<file path="src/rtl/piece_ref_ctrl.sv">
// Reference-position controller for the falling Tetris piece: user moves, gravity,
// hard drop and lock sequencing, with wall clamping against the playfield parameters.
module piece_ref_ctrl #(
    parameter int unsigned ROWS      = 20,
    parameter int unsigned COLS      = 10,
    parameter int unsigned ROW_W     = 5,
    parameter int unsigned COL_W     = 4,
    parameter int unsigned SPAWN_ROW = 0,
    parameter int unsigned SPAWN_COL = 3,
    parameter int unsigned GRAV_W    = 6
) (
    input  logic              clk,
    input  logic              nrst,
    input  logic              spawn,
    input  logic              move_valid,
    output logic              move_ready,
    input  logic [2:0]        move,
    input  logic              tick,
    input  logic [GRAV_W-1:0] grav_period,
    input  logic              blk_left,
    input  logic              blk_right,
    input  logic              blk_down,
    output logic [ROW_W-1:0]  row_o,
    output logic [COL_W-1:0]  col_o,
    output logic              active,
    output logic              done,
    output logic              locked
);

    localparam logic [ROW_W-1:0] RowMax   = ROW_W'(ROWS - 1);
    localparam logic [COL_W-1:0] ColMax   = COL_W'(COLS - 1);
    localparam logic [ROW_W-1:0] RowSpawn = ROW_W'(SPAWN_ROW);
    localparam logic [COL_W-1:0] ColSpawn = COL_W'(SPAWN_COL);

    localparam logic [2:0] MvLeft  = 3'd1;
    localparam logic [2:0] MvRight = 3'd2;
    localparam logic [2:0] MvDown  = 3'd3;
    localparam logic [2:0] MvHard  = 3'd4;

    typedef enum logic [1:0] {StIdle, StActive, StDrop, StLock} state_e;

    state_e            state_q, state_d;
    logic [ROW_W-1:0]  row_q, row_d;
    logic [COL_W-1:0]  col_q, col_d;
    logic [GRAV_W-1:0] cnt_q, cnt_d;
    logic              pend_q, pend_d;
    logic              done_q, done_d;

    logic              accept;
    logic              soft_down;
    logic [GRAV_W:0]   cnt_inc;

    assign move_ready = (state_q == StActive);
    assign active     = (state_q == StActive) || (state_q == StDrop);
    assign locked     = (state_q == StLock);
    assign done       = done_q;
    assign row_o      = row_q;
    assign col_o      = col_q;

    assign accept  = move_valid && move_ready;
    assign cnt_inc = {1'b0, cnt_q} + {{GRAV_W{1'b0}}, 1'b1};

    always_comb begin
        state_d   = state_q;
        row_d     = row_q;
        col_d     = col_q;
        cnt_d     = cnt_q;
        pend_d    = pend_q;
        done_d    = 1'b0;
        soft_down = 1'b0;

        case (state_q)
            StIdle: begin
                if (spawn) begin
                    state_d = StActive;
                    row_d   = RowSpawn;
                    col_d   = ColSpawn;
                    cnt_d   = '0;
                    pend_d  = 1'b0;
                end
            end
            StActive: begin
                if (spawn) begin
                    row_d  = RowSpawn;
                    col_d  = ColSpawn;
                    cnt_d  = '0;
                    pend_d = 1'b0;
                end else begin
                    // User request has priority; a pending gravity drop waits for an idle cycle.
                    if (accept) begin
                        case (move)
                            MvLeft: begin
                                if (col_q != '0 && !blk_left) begin
                                    col_d  = col_q - 1'b1;
                                    done_d = 1'b1;
                                end
                            end
                            MvRight: begin
                                if (col_q < ColMax && !blk_right) begin
                                    col_d  = col_q + 1'b1;
                                    done_d = 1'b1;
                                end
                            end
                            MvDown: begin
                                soft_down = 1'b1;
                                if (blk_down || row_q == RowMax) begin
                                    state_d = StLock;
                                end else begin
                                    row_d  = row_q + 1'b1;
                                    done_d = 1'b1;
                                end
                            end
                            MvHard:  state_d = StDrop;
                            default: ;
                        endcase
                    end else if (pend_q) begin
                        pend_d = 1'b0;
                        if (blk_down || row_q == RowMax) begin
                            state_d = StLock;
                        end else begin
                            row_d  = row_q + 1'b1;
                            done_d = 1'b1;
                        end
                    end

                    // A soft drop restarts the gravity timer.
                    if (soft_down) begin
                        cnt_d  = '0;
                        pend_d = 1'b0;
                    end else if (tick && grav_period != '0) begin
                        if (cnt_inc >= {1'b0, grav_period}) begin
                            cnt_d  = '0;
                            pend_d = 1'b1;
                        end else begin
                            cnt_d = cnt_inc[GRAV_W-1:0];
                        end
                    end
                end
            end
            StDrop: begin
                if (spawn) begin
                    state_d = StActive;
                    row_d   = RowSpawn;
                    col_d   = ColSpawn;
                    cnt_d   = '0;
                    pend_d  = 1'b0;
                end else if (!blk_down && row_q < RowMax) begin
                    row_d  = row_q + 1'b1;
                    done_d = 1'b1;
                end else begin
                    state_d = StLock;
                end
            end
            StLock: begin
                state_d = StIdle;
            end
            default: state_d = StIdle;
        endcase
    end

    always_ff @(posedge clk or negedge nrst) begin
        if (!nrst) begin
            state_q <= StIdle;
            row_q   <= RowSpawn;
            col_q   <= ColSpawn;
            cnt_q   <= '0;
            pend_q  <= 1'b0;
            done_q  <= 1'b0;
        end else begin
            state_q <= state_d;
            row_q   <= row_d;
            col_q   <= col_d;
            cnt_q   <= cnt_d;
            pend_q  <= pend_d;
            done_q  <= done_d;
        end
    end

endmodule
</file>
<file path="config.mk">
export PLATFORM = sky130hd
export DESIGN_NAME = piece_ref_ctrl
export DESIGN_NICKNAME = d
export VERILOG_FILES = /design/src/rtl/piece_ref_ctrl.sv
export SDC_FILE = /design/constraint.sdc
export NUM_CORES = 1
export LEC_CHECK = 0
export CORE_ASPECT_RATIO = 0.7
export CORE_UTILIZATION = 35
export CTS_CLUSTER_DIAMETER = 30
export DETAILED_ROUTE_END_ITERATION = 7
export PLACE_DENSITY = 0.64
export RECOVER_POWER = 100
export SLEW_MARGIN = 5
export SYNTH_ARGS = -nofsm -noshare
export SYNTH_HDL_FRONTEND = slang
export SYNTH_SLANG_ARGS = --single-unit
</file>
<file path="constraint.sdc">
create_clock -name clk -period 3 [get_ports clk]
set_input_delay 0.3 -clock clk [delete_from_list [all_inputs] [get_ports clk]]
set_output_delay 0.3 -clock clk [all_outputs]
set_load 0.02 [all_outputs]
</file>
==> qor.txt <==
Outcome = finished, final reports clean
Worst Hold Class = flop to flop
Sink Count = 19
Htree depth = 1
Post-synthesis compound-gate area fraction = 27.57%
Post-Syn Nets = 207
Peak supply drop = 0.0002339 V
Drt wl/cell = 14.64 um
Fmax = 0.3978 GHz
Total CTS buffers = 3
Post-DP HPWL = 2.850 mm
Logic pwr share = 56.0%
Max Cap Viol = 0
Adder-cell area share of the yosys netlist = 12.93%
Dpl cells = 258
Placed instance area = 1968 sq um
Seq pwr share = 29.3%
Pre-CTS setup slack = 417.9 ps
Leak Pwr = 0.9177 nW
Std-Cell Core Area = 4379 sq um
Layout area overhead = 24.69%
Final setup margin = 486.4 ps
Psw = 0.6014 mW
CP Class = flop to flop
Clock Power Share = 14.8%
CP required = 3190 ps
Post-synthesis sequential area ratio = 29.75%
Post-synthesis register bit count = 19
Global-route wire length before repair = 6.582 mm
Largest net degree at the start of global routing = 20
PwrDens = 656.3 nW/um^2
Minimum clock period = 2514 ps
CTS tree = built
Flop2flop setup slack = 490 ps
Height of the die = 58.69 um
Post-CTS Setup Inserts = 0
Most frequent cells in the layout = 17 x dfrtp_1, 15 x inv_1, 15 x ha_1, 15 x dlygate4sd3_1, 14 x clkdlybuf4s50_1
Endpoints failing hold = 0
Synthesized area = 1607 sq um
Syn Area/Cell = 9.233 sq um
Initial antenna violation count = 0
Switching Fraction = 45.75%
Worst-path clk slew = 90 ps
Worst setup EP type = flop
Gr usage total = 17.21%
Period Utilization, post-route = 83.79%
Worst-margin pin slew = 911.3 ps
Count of cell types in the netlist = 55
Largest family of logic cells by synthesized area = compound AO/OA/AOI/OAI gates
Internal power = 0.7132 mW
Layout cells sized above 1 = 8.213%
Final Instance Area = 2003 sq um
Post-layout util = 45.74%
Worst relative slew slack = 39.05%
Final Max Tran Viols = 0
WHS = 546.6 ps
Gp weighted congestion = 0.7598
Overflow after GRT = 0
Multiplexer share of the synthesized area = 0.9346%
Post-synth ARST share = 100.0%
Cts hold-fix bufs = 0
Setup TNS = 0 ps
Crit path arrival time = 2710 ps
Buffers on Ports = 29
Antenna-violating nets left = 0
Die area = 4869 sq um
Cell Count, Final, Fillers Out = 262
Endpoints failing setup = 0
Simple-gate share of the synthesized area = 21.73%
Row cnt = 20
Initial DRC Count = 115
Buffer depth of the longest clock path = 2
EDFF count, synth = 0
Final clock skew = 8.627 ps
Number of global-route vias before repair = 1,320
Synth warn = 0
RSZ-0062 raised after global routing = no
Via count = 1,468
Skew-Pair Late Insertion Delay = 270 ps
Initial Util = 36.69%
DR vias/cell = 5.603
XOR/XNOR share of the synthesized area = 3.271%
Main flop type after synthesis = dfrtp_1
Die W = 82.98 um
CP Launch Type = flop
NumNets Final = 241
Commonest non-fill, non-tap cell in the layout = dfrtp_1
DRC = 0
Drt total wl = 3.836 mm
Io pins = 30
Crit Path Max Fanout = 8
Total power = 1.315 mW
Root Driver = clkbuf_8
Post-cts sizing count = 0
Drt first pass iters = 4
N_diodes = 0
Gate Count Post-Synth = 174
-- registers in the layout, indices dropped and copies added (netlist names) --
register,cells
pend_q,1
state_q,2
cnt_q,6
done,1
row_o,5
col_o,4
-- cell type report --
class / count / area (sq um)
Clock buffer: 3 / 41.29
Clock inverter: 1 / 7.507
Fill cell: 416 / 2376
Inverter: 15 / 56.30
Multi-Input combinational cell: 139 / 1054
Sequential cell: 19 / 478.0
Tap cell: 55 / 68.82
Timing Repair Buffer: 30 / 297.8
-- critical path, cell delays in order, from the launching register on --
cell and delay, ps:
dfrtp_1 440, ha_1 290, nand3_1 120, xnor2_1 250, ha_1 290, a21o_1 170
a221oi_2 580, nand3_1 130, o21ai_0 170
-- power by group through the flow --
stage | clock [mW] | sequential [mW] | combinational (mW)
final | 0.194 | 0.385 | 0.736
after global routing | 0.214 | 0.400 | 0.818
after CTS | 0.201 | 0.386 | 0.770
after detailed placement | 0 | 0.391 | 0.766
after global placement | 0 | 0.389 | 0.762
after floorplan | 0 | 0.403 | 0.491
-- routing by layer --
layer | GRT usage, % | up-vias | wire length [um]
met1 | 25.92 | 685 | 2091
met2 | 24.82 | 44 | 1475
met4 | 4.433 | 0 | 36
li1 | - | 737 | -
met3 | 3.787 | 2 | 233
met5 | 0 | - | 0
-- cells by family after synthesis --
group                      count (synthesis)
adders and majority gates                 16
DFF                                       19
and+or+nand+nor                           60
xor gates and xnor gates                   6
muxes                                      1
AOI/OAI and AO/OA                         56
buffers and inverters                     16
-- cell usage after synthesis (2+ instances only) --
cell      number  share of area, %
o31ai_1        4               1.9
o211ai_1       2              0.93
nor4_1         2              0.78
a21oi_1        9               2.8
xor2_1         2               1.1
a211o_1        3               1.6
and2_1         2              0.78
dfstp_2        2               3.3
a221o_1        2               1.2
o31a_1         2               1.1
or3_1          3               1.2
nand3_1        7               2.2
or3b_2         2               1.1
nor3_1         4               1.2
nor2_1         8               1.9
a32o_1         4               2.5
o221ai_1       2               1.1
inv_1         15               3.5
and3_1         4               1.6
a311o_1        2               1.2
ha_1          15                12
nand2_1       11               2.6
dfrtp_1       17                26
o21ai_0        8               2.5
a21o_1         3               1.4
xnor2_1        4               2.2
or2_2          2              0.78
nor2b_1        4               1.6
a32oi_1        2               1.1
nand3b_1       2              0.93
-- worst paths after layout --
kind                            end  cells past startpoint     start
setup / recovery           cnt_q[2]                      8  cnt_q[0]
hold / removal             cnt_q[5]                      1  cnt_q[5]
setup reg to reg           cnt_q[2]                      8  cnt_q[0]
hold reg to reg            cnt_q[5]                      1  cnt_q[5]
max in group asynchronous  row_o[1]                      1      nrst
min in group asynchronous      done                      1      nrst
Power figures use the tool's default switching activity.
